[config.mk]
export PLATFORM = sky130hd
export DESIGN_NAME = vga_sync_gen
export DESIGN_NICKNAME = d
export VERILOG_FILES = /design/src/rtl/vga_timing_pkg.sv /design/src/rtl/pixel_tick_gen.sv /design/src/rtl/vga_sync_gen.sv
export SDC_FILE = /design/constraint.sdc
export NUM_CORES = 1
export LEC_CHECK = 0
export ABC_AREA = 0
export CAP_MARGIN = 20
export CORE_MARGIN = 3
export CORE_UTILIZATION = 30
export CTS_BUF_LIST = sky130_fd_sc_hd__clkbuf_8
export DETAILED_ROUTE_END_ITERATION = 12
export MAX_ROUTING_LAYER = met4
export SYNTH_ARGS = -nofsm -noshare
export SYNTH_HDL_FRONTEND = slang
export SYNTH_SLANG_ARGS = --single-unit
[constraint.sdc]
create_clock -name clk -period 3.3 [get_ports clk]
set_clock_uncertainty 0.2 [all_clocks]
set_input_delay 0.33 -clock clk [delete_from_list [all_inputs] [get_ports clk]]
set_output_delay 0.33 -clock clk [all_outputs]
set_load 0.05 [all_outputs]
[src/rtl/vga_timing_pkg.sv]
// Shared VGA raster timing: default 640x480@60 constants and helpers that
// derive line/frame totals and sync pulse positions from porch widths.
package vga_timing_pkg;

    localparam int COORD_W   = 10;
    localparam int MAX_TOTAL = 1 << COORD_W;

    localparam int DEF_CLK_DIV   = 2;
    localparam int DEF_H_DISPLAY = 640;
    localparam int DEF_H_FRONT   = 16;
    localparam int DEF_H_SYNC    = 96;
    localparam int DEF_H_BACK    = 48;
    localparam int DEF_V_DISPLAY = 480;
    localparam int DEF_V_FRONT   = 10;
    localparam int DEF_V_SYNC    = 2;
    localparam int DEF_V_BACK    = 33;

    function automatic int line_total(input int disp, input int front,
                                      input int sync, input int back);
        return disp + front + sync + back;
    endfunction

    function automatic int sync_start(input int disp, input int front);
        return disp + front;
    endfunction

    function automatic int sync_end(input int disp, input int front, input int sync);
        return disp + front + sync - 1;
    endfunction

endpackage

[src/rtl/pixel_tick_gen.sv]
// Mod-CLK_DIV counter producing a one-clock pixel-rate enable; with
// CLK_DIV = 1 the enable is permanently high.
module pixel_tick_gen #(
    parameter int CLK_DIV = 2
) (
    input  logic clk_i,
    input  logic rst_ni,
    output logic p_tick_o
);

    localparam int DIV_W = (CLK_DIV > 1) ? $clog2(CLK_DIV) : 1;
    localparam logic [DIV_W-1:0] DIV_LAST = DIV_W'(CLK_DIV - 1);

    if (CLK_DIV < 1) begin : g_bad_div
        $error("pixel_tick_gen: CLK_DIV must be >= 1");
    end

    logic [DIV_W-1:0] div_cnt_q;
    logic [DIV_W-1:0] div_cnt_d;

    assign p_tick_o = (div_cnt_q == DIV_LAST);

    always_comb begin
        div_cnt_d = p_tick_o ? '0 : div_cnt_q + 1'b1;
    end

    always_ff @(posedge clk_i or negedge rst_ni) begin
        if (!rst_ni) begin
            div_cnt_q <= '0;
        end else begin
            div_cnt_q <= div_cnt_d;
        end
    end

endmodule

[src/rtl/vga_sync_gen.sv]
// VGA raster timing generator: pixel/line counters advanced by a pixel-rate
// enable, with every output decoded from the next-state counts so they align.
module vga_sync_gen
    import vga_timing_pkg::*;
#(
    parameter int CLK_DIV   = DEF_CLK_DIV,
    parameter int H_DISPLAY = DEF_H_DISPLAY,
    parameter int H_FRONT   = DEF_H_FRONT,
    parameter int H_SYNC    = DEF_H_SYNC,
    parameter int H_BACK    = DEF_H_BACK,
    parameter int V_DISPLAY = DEF_V_DISPLAY,
    parameter int V_FRONT   = DEF_V_FRONT,
    parameter int V_SYNC    = DEF_V_SYNC,
    parameter int V_BACK    = DEF_V_BACK,
    parameter bit SYNC_POL  = 1'b0
) (
    input  logic               clk,
    input  logic               reset_n,
    output logic               p_tick,
    output logic [COORD_W-1:0] pixel_x,
    output logic [COORD_W-1:0] pixel_y,
    output logic               video_on,
    output logic               hsync,
    output logic               vsync,
    output logic               frame_start
);

    localparam int H_TOTAL = line_total(H_DISPLAY, H_FRONT, H_SYNC, H_BACK);
    localparam int V_TOTAL = line_total(V_DISPLAY, V_FRONT, V_SYNC, V_BACK);

    if (H_TOTAL > MAX_TOTAL || V_TOTAL > MAX_TOTAL) begin : g_bad_timing
        $error("vga_sync_gen: H_TOTAL and V_TOTAL must not exceed 1024");
    end

    localparam logic [COORD_W-1:0] H_LAST   = COORD_W'(H_TOTAL - 1);
    localparam logic [COORD_W-1:0] V_LAST   = COORD_W'(V_TOTAL - 1);
    localparam logic [COORD_W-1:0] H_DISP_C = COORD_W'(H_DISPLAY);
    localparam logic [COORD_W-1:0] V_DISP_C = COORD_W'(V_DISPLAY);
    localparam logic [COORD_W-1:0] HS_FIRST = COORD_W'(sync_start(H_DISPLAY, H_FRONT));
    localparam logic [COORD_W-1:0] HS_LAST  = COORD_W'(sync_end(H_DISPLAY, H_FRONT, H_SYNC));
    localparam logic [COORD_W-1:0] VS_FIRST = COORD_W'(sync_start(V_DISPLAY, V_FRONT));
    localparam logic [COORD_W-1:0] VS_LAST  = COORD_W'(sync_end(V_DISPLAY, V_FRONT, V_SYNC));

    logic [COORD_W-1:0] h_cnt_q, h_cnt_d;
    logic [COORD_W-1:0] v_cnt_q, v_cnt_d;
    logic               video_on_q, video_on_d;
    logic               hsync_q, hsync_d;
    logic               vsync_q, vsync_d;
    logic               frame_start_q, frame_start_d;
    logic               h_last, v_last;

    pixel_tick_gen #(
        .CLK_DIV (CLK_DIV)
    ) u_tick (
        .clk_i    (clk),
        .rst_ni   (reset_n),
        .p_tick_o (p_tick)
    );

    assign h_last = (h_cnt_q == H_LAST);
    assign v_last = (v_cnt_q == V_LAST);

    // Decoding the next-state counts keeps sync/video flags aligned with pixel_x/y.
    always_comb begin
        h_cnt_d       = h_cnt_q;
        v_cnt_d       = v_cnt_q;
        frame_start_d = 1'b0;
        if (p_tick) begin
            if (h_last) begin
                h_cnt_d       = '0;
                v_cnt_d       = v_last ? '0 : v_cnt_q + 1'b1;
                frame_start_d = v_last;
            end else begin
                h_cnt_d = h_cnt_q + 1'b1;
            end
        end
        video_on_d = (h_cnt_d < H_DISP_C) && (v_cnt_d < V_DISP_C);
        hsync_d    = (h_cnt_d >= HS_FIRST && h_cnt_d <= HS_LAST) ? SYNC_POL : ~SYNC_POL;
        vsync_d    = (v_cnt_d >= VS_FIRST && v_cnt_d <= VS_LAST) ? SYNC_POL : ~SYNC_POL;
    end

    always_ff @(posedge clk or negedge reset_n) begin
        if (!reset_n) begin
            h_cnt_q       <= '0;
            v_cnt_q       <= '0;
            video_on_q    <= 1'b0;
            hsync_q       <= ~SYNC_POL;
            vsync_q       <= ~SYNC_POL;
            frame_start_q <= 1'b0;
        end else begin
            h_cnt_q       <= h_cnt_d;
            v_cnt_q       <= v_cnt_d;
            video_on_q    <= video_on_d;
            hsync_q       <= hsync_d;
            vsync_q       <= vsync_d;
            frame_start_q <= frame_start_d;
        end
    end

    assign pixel_x     = h_cnt_q;
    assign pixel_y     = v_cnt_q;
    assign video_on    = video_on_q;
    assign hsync       = hsync_q;
    assign vsync       = vsync_q;
    assign frame_start = frame_start_q;

endmodule

==> metrics.txt, run 1 <==
Core Footprint just under 5000 sq um; EDFF count, synth 0; Synth Instances 160; Final nets ~190; largest net degree at the start of global routing 26; Most common cell on crit path or4_1; Die Y approximately 77 um; CTS tree yes; ANT cells 0; Routed Antenna Nets 0; crit path DAT 2.86 ns; Hold Fails Final Rpt 0; PwrDens 265 nW/um^2; max_cap viols 0; Max Clk Rate around 350 MHz; VDD IR max around 0.12 mV; dpl ws around 0.47 ns; num rows 25; critical path launch point type flop; Syn Std Cell Area 1530 sq um; Async SR Flop Fraction 1.00; root buf cell clkbuf_8; die area ~6000 sq um; post_cts resized 0; Synth Warn # 0; FF+latch count, synth 25; Area Growth Syn to Fin 23.8%; Num CTS Buffers 3; Hold Crit Class in2async; CP Cell Sequence ha_1 > nand2_1 > or3_4 > or4_1 > a221o_1 > or4_1; # Post-CTS Setup Buffers 0; outcome complete, no violations; r2r setup slk 0.44 ns; Setup WS post-layout ~0.44 ns; Clk Latency, worst-skew pair 0.27 ns; CP Data Required Time around 3.3 ns; drt wl/cell about 15 um; post-synthesis sequential area ratio 0.411; count of final setup violators 0; clock sink total 25; most frequent cells in the layout clkdlybuf4s50_1, dfrtp_1, nand2_1; fin crit share 0.868; Mapped Avg Cell Area 9.56 sq um; CTS Buffer Depth 2; initial antenna violation count 0; GP Congestion approximately 0.85; Routed WL roughly 3600 um; commonest non-fill, non-tap cell in the layout clkdlybuf4s50_1; hold slack about 0.21 ns; top-level port count 27; Main synth FF type dfrtp_1; drt initial violations approximately 170; I/O Buffers 26; CP peak stage delay roughly 0.53 ns; Final Power ~500 uW; CP Class reg2reg; Chip Width between 70 and 80 um; sum of negative setup slack 0 ns; RSZ-0062 raised after global routing false; H-tree levels 1; Distinct cells, synth 49; Max stage delay cell, worst path or4_1; Vias/cell about 5.3; vias after detailed routing between 1k and 1.5k; Worst-path clk slew roughly 0.10 ns; layout cells sized above 1 0.109; length of the first detailed-routing pass in iterations 4; starting density of the core 0.317; total global routing track utilization 0.132; relative slew slack 0.661; LEAKAGE 0.756 nW; drt drc 0; vias in the first global route approximately 1.2k; Post-CTS Hold Fix Bufs 0; Synthesized Nets 165; first-pass GRT wire length approximately 6300 um; GR Overflow Total 0; Slew Limit Fails 0; Worst setup EP type flop; Slew @ Worst Pin around 0.51 ns; fin crit period around 2.9 ns; post-DP HPWL between 2000 and 3000 um; CP Max Fanout 6
## layer usage
metal	routed length (um)	global-route usage
met1	1710	0.177
met2	1710	0.204
met3	174	0.0209
met4	35	0.0445
met5	0	-
## stage by stage
step	cell area, sq um	utilization	instances
floorplan	1530	-	160
global placement	1840	0.383	246
detailed placement	1840	0.383	246
CTS	1890	0.393	250
global route	1890	0.393	250
finish	1890	0.393	250
## synthesized netlist by cell type (all sizes together) (2+ instances only)
cell type	number	area (sq um)
a21oi	2	10.0
a32o	2	20.0
a41oi	2	17.5
and2	2	12.5
and3	4	26.3
and4	3	27.5
buf	7	47.5
clkbuf	5	18.8
dfrtp	23	576
dfstp	2	52.6
ha	3	37.5
inv	6	22.5
mux2i	3	30.0
nand2	20	75.1
nand3	6	35.0
nand4	9	56.3
nand4b	3	41.3
nand4bb	2	22.5
nor2	6	22.5
nor3	2	10.0
nor4	3	18.8
o21a	2	15.0
o21ai	5	25.0
or2	2	12.5
or3	3	23.8
or4	6	45.0
xnor2	10	87.6
xor2	2	17.5
## cell type report
class / count / area, sq um
multi-input cells: 117 / 812
fillers: 486 / 2920
clock buffers: 3 / 41.3
well taps: 67 / 83.8
clock inverters: 1 / 7.51
flip-flops and latches: 25 / 628
repair buffers: 31 / 298
inverters: 6 / 22.5
## logic make-up (layout without fill, tap and decap cells)
group / after synthesis / count (layout) / synth area share
compound gates: 24 / 24 / 0.117
xor+xnor: 12 / 12 / 0.0687
fa+ha+maj: 3 / 3 / 0.0246
buf+inv: 18 / 41 / 0.0581
flops: 25 / 25 / 0.411
mux: 3 / 3 / 0.0196
simple gates: 75 / 75 / 0.301
## worst max-delay path: cells and delay by family (launching register included)
kind	cells	cell delay [ns]
fa+ha+maj	1	0.29
flops	1	0.43
compound gates	1	0.33
simple gates	4	1.54
## flip-flops by register name (all words and copies together), names as in the netlist
| register | cells |
|---|---|
| frame_start | 1 |
| hsync | 1 |
| pixel_x | 10 |
| pixel_y | 10 |
| u_tick.p_tick_o | 1 |
| video_on | 1 |
| vsync | 1 |
## report_power, final
part | internal, mW | switching [mW] | leakage, nW
registers | 0.306 | 0 | 0.323
logic | 0.00181 | 0.00587 | 0.411
clock network | 0.0856 | 0.102 | 0.0217
total | 0.394 | 0.108 | 0.756
## worst paths after layout
| check | startpoint | end | cells after the start |
|---|---|---|---|
| max in group asynchronous | reset_n | hsync$_DFF_PN1_ | 2 |
| worst min-delay path | reset_n | pixel_y[7]$_DFF_PN0_ | 2 |
| worst max register to register | pixel_x[0]$_DFF_PN0_ | vsync$_DFF_PN1_ | 6 |
| min in group clk | pixel_x[0]$_DFF_PN0_ | pixel_x[0]$_DFF_PN0_ | 1 |
| worst min register to register | pixel_x[0]$_DFF_PN0_ | pixel_x[0]$_DFF_PN0_ | 1 |
| worst max-delay path | pixel_x[0]$_DFF_PN0_ | vsync$_DFF_PN1_ | 6 |
Power figures use the tool's default switching activity.
==> run 2, diff against run 1 <==
--- a/config.mk
+++ b/config.mk
@@ -7,6 +7,7 @@
 export LEC_CHECK = 0
 export ABC_AREA = 0
 export CAP_MARGIN = 20
+export CORE_ASPECT_RATIO = 0.75
 export CORE_MARGIN = 3
 export CORE_UTILIZATION = 30
 export CTS_BUF_LIST = sky130_fd_sc_hd__clkbuf_8
==> metrics.txt, run 2 (same netlist as run 1, synthesis figures left out) <==
Routed Antenna Nets 0 (unchanged); Final Instance Count excl. Fillers 240 (-4.0%); multi-input logic area 812 sq um (unchanged); max_cap viols 0 (unchanged); post_cts resized 0 (unchanged); Hold Crit Class in2async; Chip Width 88.4 um (+14%); fill count 453 (-6.8%); H-tree levels 1 (unchanged); CP Cell Sequence ha_1 > nand2_1 > or3_4 > or4_1 > a221o_1 > or4_1; starting density of the core 0.327 (+0.00951); num rows 21 (-16%); CTS Buffer Depth 2 (unchanged); drt initial violations 104 (-37%); VDD IR max 0.117 mV (-4.3%); Setup WS post-layout 0.388 ns (-0.0481 ns); clock sink total 25 (unchanged); Max Clk Rate 343 MHz (-1.7%); fin crit period 2.91 ns (+0.0481 ns); most frequent cells in the layout clkdlybuf4s50_1, dfrtp_1, nand2_1; root buf cell clkbuf_8; drt drc 0 (unchanged); fin crit share 0.882 (+0.0146); CP Data Required Time 3.29 ns (about the same); largest net degree at the start of global routing 26 (unchanged); Area Growth Syn to Fin 23.0%; GR Overflow Total 0 (unchanged); Buf+Inv Stages, Crit Path 0 (unchanged); post-DP HPWL 2670 um (+2.2%); Post-CTS Hold Fix Bufs 0 (unchanged); Num CTS Buffers 3 (unchanged); # Post-CTS Setup Buffers 0 (unchanged); I/O Buffers 26 (unchanged); critical path launch point type flop; total global routing track utilization 0.134 (+0.00222); CP top delay family simple AND/OR/NAND/NOR gates; CTS tree yes; Vias/cell 5.28 (+0.52%); CP peak stage delay 0.54 ns (about the same); hold slack 0.209 ns (+0.000797 ns); relative slew slack 0.665 (+0.00459); die area 6000 sq um (+0.15%); Clk Latency, worst-skew pair 0.27 ns (about the same); Worst setup EP type flop; crit path DAT 2.91 ns (+0.05 ns); PwrDens 267 nW/um^2 (+0.68%); top-level port count 27 (unchanged); DP Cell Count 236 (-4.1%); Slew Limit Fails 0 (unchanged); Final nets 189 (unchanged); initial antenna violation count 0 (unchanged); Max stage delay cell, worst path or4_1; Worst-path clk slew 0.09 ns (about the same); RSZ-0062 raised after global routing false; Die Y 67.8 um (-12%); CP Max Fanout 6 (unchanged); Slew @ Worst Pin 0.500 ns (-0.00687 ns); outcome complete, no violations; LEAKAGE 0.756 nW (unchanged); Most common cell on crit path or4_1; length of the first detailed-routing pass in iterations 4 (unchanged); first-pass GRT wire length 6090 um (-2.5%); vias after detailed routing 1,268 (-3.5%); ANT cells 0 (unchanged); sum of negative setup slack 0 ns (unchanged); GP Congestion 0.800 (-6.2%); dpl ws 0.430 ns (-0.0413 ns); count of final setup violators 0 (unchanged); layout cells sized above 1 0.109 (unchanged); commonest non-fill, non-tap cell in the layout clkdlybuf4s50_1; Core Footprint 4680 sq um (-2.9%); Storage cell area 628 sq um (unchanged); Routed WL 3550 um (-2.2%); vias in the first global route 1,177 (-5.5%); Hold Fails Final Rpt 0 (unchanged); CP Class reg2reg; drt wl/cell 14.8 um (+1.8%)
-- run 2: power by group --
part           switching, mW  total (mW)  internal, mW
clock                  0.102       0.188        0.0857
combinational        0.00580     0.00761       0.00181
sequential                 0       0.306         0.306
total                  0.108       0.502         0.394
-- run 2: worst register-to-register path, cell delays in order (launching register included) --
cell     delay [ns]
dfrtp_1        0.43
ha_1           0.29
nand2_1        0.16
or3_4          0.45
or4_1          0.54
a221o_1        0.36
or4_1          0.41
-- run 2: path summary, 6_finish.rpt --
| kind | from | end | slack (ns) | depth (start not counted) |
|---|---|---|---|---|
| max in group asynchronous | reset_n | hsync$_DFF_PN1_ | 2.40 | 2 |
| hold / removal | reset_n | pixel_y[9]$_DFF_PN0_ | 0.21 | 2 |
| setup reg to reg | pixel_x[0]$_DFF_PN0_ | vsync$_DFF_PN1_ | 0.39 | 6 |
| hold reg to reg | pixel_x[0]$_DFF_PN0_ | pixel_x[0]$_DFF_PN0_ | 0.35 | 1 |
| setup / recovery | pixel_x[0]$_DFF_PN0_ | vsync$_DFF_PN1_ | 0.39 | 6 |
| min in group clk | pixel_x[0]$_DFF_PN0_ | pixel_x[0]$_DFF_PN0_ | 0.35 | 1 |
-- run 2: area by class of cell --
| class | instances | area share |
|---|---|---|
| multi-input cells | 117 | 0.432 |
| flip-flops and latches | 25 | 0.334 |
| repair buffers | 31 | 0.158 |
| well taps | 57 | 0.0379 |
| clock buffers | 3 | 0.0220 |
| inverters | 6 | 0.0120 |
| clock inverters | 1 | 0.00399 |
-- run 2: routing by layer --
layer / GRT usage / up-vias / routed length [um]
li1: - / 637 / -
met1: 0.215 / 596 / 2080
met2: 0.165 / 30 / 1300
met3: 0.0301 / 5 / 148
met4: 0.0283 / 0 / 27
met5: - / - / 0
-- run 2: stage by stage --
stage | util | power (mW) | instance area (sq um)
finish | 0.402 | 0.502 | 1880
global route | 0.402 | 0.527 | 1880
CTS | 0.402 | 0.514 | 1880
detailed placement | 0.392 | 0.321 | 1830
global placement | 0.392 | 0.320 | 1830
floorplan | - | 0.312 | 1530
==> run 3, diff against run 2 <==
--- a/config.mk
+++ b/config.mk
@@ -9,10 +9,11 @@
 export CAP_MARGIN = 20
 export CORE_ASPECT_RATIO = 0.75
 export CORE_MARGIN = 3
-export CORE_UTILIZATION = 30
+export CORE_UTILIZATION = 50
 export CTS_BUF_LIST = sky130_fd_sc_hd__clkbuf_8
 export DETAILED_ROUTE_END_ITERATION = 12
 export MAX_ROUTING_LAYER = met4
+export PLACE_DENSITY = 0.76
 export SYNTH_ARGS = -nofsm -noshare
 export SYNTH_HDL_FRONTEND = slang
 export SYNTH_SLANG_ARGS = --single-unit
==> metrics.txt, run 3 (same netlist as run 1, synthesis figures left out) <==
drt initial violations 126 (+21%); fill count 206 (-55%); Worst R2R End vsync$_DFF_PN1_; ANT cells 0 (unchanged); vias after detailed routing 1,342 (+5.8%); drt drc 0 (unchanged); CTS tree yes; Vias/cell 6.16 (+17%); CP Cell Sequence ha_1 > nand2_1 > or3_4 > or4_1 > a221o_1 > or4_1; Setup crit start pixel_x[0]$_DFF_PN0_; post_cts resized 0 (unchanged); length of the first detailed-routing pass in iterations 4 (unchanged); CTS Buffer Depth 2 (unchanged); DP Area 1800 sq um (-1.8%); outcome complete, no violations; Core Util, Final 0.668 (+0.265); largest net degree at the start of global routing 26 (unchanged); Chip Width 69.9 um (-21%); root buf cell clkbuf_8; r2r setup slk 0.43 ns (+0.04 ns); Max stage delay cell, worst path or4_1; count of final setup violators 0 (unchanged); VDD IR max 0.275 mV (+140%); # Post-CTS Setup Buffers 0 (unchanged); layout cells sized above 1 0.104 (-0.00489); most frequent cells in the layout clkdlybuf4s50_1, dfrtp_1, nand2_1; GP Congestion 0.830 (+3.8%); GR Overflow Total 0 (unchanged); initial antenna violation count 0 (unchanged); critical path launch point type flop; Core Footprint 2760 sq um (-41%); multi-input logic area 812 sq um (unchanged); CP Data Required Time 3.29 ns (about the same); CP Class reg2reg; Routed WL 3490 um (-1.7%); Finished Cell Area 1840 sq um (-1.9%); Routed Antenna Nets 0 (unchanged); H-tree levels 1 (unchanged); Most common cell on crit path or4_1; Setup WS post-layout 0.428 ns (+0.0402 ns); clock sink total 25 (unchanged); max_cap viols 0 (unchanged); first-pass GRT wire length 6000 um (-1.5%); Worst setup EP type flop; total global routing track utilization 0.213 (+0.0784); sum of negative setup slack 0 ns (unchanged); PwrDens 267 nW/um^2 (about the same); vias in the first global route 1,195 (+1.5%); Slew @ Worst Pin 0.641 ns (+0.141 ns); CP peak stage delay 0.53 ns (about the same); post-DP HPWL 2620 um (-1.8%); RSZ-0062 raised after global routing false; Hold Crit Class in2async; starting density of the core 0.553 (+0.227); fin crit period 2.87 ns (-0.0402 ns); FF-to-FF path depth 6 (unchanged); Hold Fails Final Rpt 0 (unchanged); Worst-path clk slew 0.08 ns (about the same); Max Clk Rate 348 MHz (+1.4%); fin crit share 0.870 (-0.0122); top-level port count 27 (unchanged); CP Max Fanout 6 (unchanged); Num CTS Buffers 3 (unchanged); Slew Limit Fails 0 (unchanged); Storage cell area 628 sq um (unchanged); Post-CTS Hold Fix Bufs 0 (unchanged); num rows 16 (-24%); I/O Buffers 26 (unchanged); drt wl/cell 16.0 um (+8.2%); die area 3760 sq um (-37%); crit path DAT 2.86 ns (-0.05 ns); timing endpoint of the critical path vsync$_DFF_PN1_; Die Y 53.9 um (-21%); Area Growth Syn to Fin 20.6%; commonest non-fill, non-tap cell in the layout clkdlybuf4s50_1; Critical R2R Launch pixel_x[0]$_DFF_PN0_; dpl ws 0.460 ns (+0.0295 ns); Clk Latency, worst-skew pair 0.27 ns (about the same); Final nets 188 (-0.53%); relative slew slack 0.569 (-0.0960); LEAKAGE 0.754 nW (-0.22%)
==> run 3: changes by cell type in the layout (fill, tap and decap cells not counted), sizes merged <==
cell	previous run	this run
buf	5	4
clkinv	0	1
clkinvlp	1	0
==> run 3: layer usage <==
layer / part of all wire / track usage / up-vias
li1: - / - / 638
met1: 0.48 / 0.300 / 637
met2: 0.43 / 0.317 / 61
met3: 0.084 / 0.0522 / 6
met4: 0.0077 / 0.0382 / 0
met5: 0 / - / -
==> run 3: area by class of cell <==
| cell class | count | area share |
|---|---|---|
| clock inverters | 1 | 0.00271 |
| well taps | 36 | 0.0244 |
| multi-input cells | 117 | 0.440 |
| clock buffers | 3 | 0.0224 |
| flip-flops and latches | 25 | 0.341 |
| inverters | 6 | 0.0122 |
| repair buffers | 30 | 0.157 |
==> run 3: power by group <==
part,total (mW),switching [mW],internal [mW]
Clock,0.178,0.0939,0.0845
Sequential,0.306,0,0.306
Combinational,0.00758,0.00576,0.00181
==> run 3: worst min path at each step <==
| stage | startpoint | endpoint | slack, ns | cells after the start |
|---|---|---|---|---|
| floorplan | reset_n | frame_start$_DFF_PN0_ | -0.17 | 0 |
| global placement | pixel_x[0]$_DFF_PN0_ | pixel_x[0]$_DFF_PN0_ | 0.32 | 1 |
| detailed placement | pixel_x[0]$_DFF_PN0_ | pixel_x[0]$_DFF_PN0_ | 0.37 | 1 |
| CTS | reset_n | pixel_x[6]$_DFF_PN0_ | 0.23 | 2 |
| global route | reset_n | pixel_x[3]$_DFF_PN0_ | 0.24 | 2 |
| finish | reset_n | pixel_x[8]$_DFF_PN0_ | 0.22 | 2 |
==> run 3: through the flow <==
step                hold WS, ns  instances  power, mW
finish                    0.222        218      0.492
detailed placement        0.366        214      0.320
floorplan                -0.166        160      0.312
global placement          0.321        214      0.320
CTS                       0.227        218      0.499
global route              0.242        218      0.514
==> run 3: worst max-delay path, delay by kind of cell (launching register included) <==
kind | cells | cell delay, ns
and+or+nand+nor | 4 | 1.53
adders and majority gates | 1 | 0.29
DFF | 1 | 0.44
AOI/OAI and AO/OA | 1 | 0.33
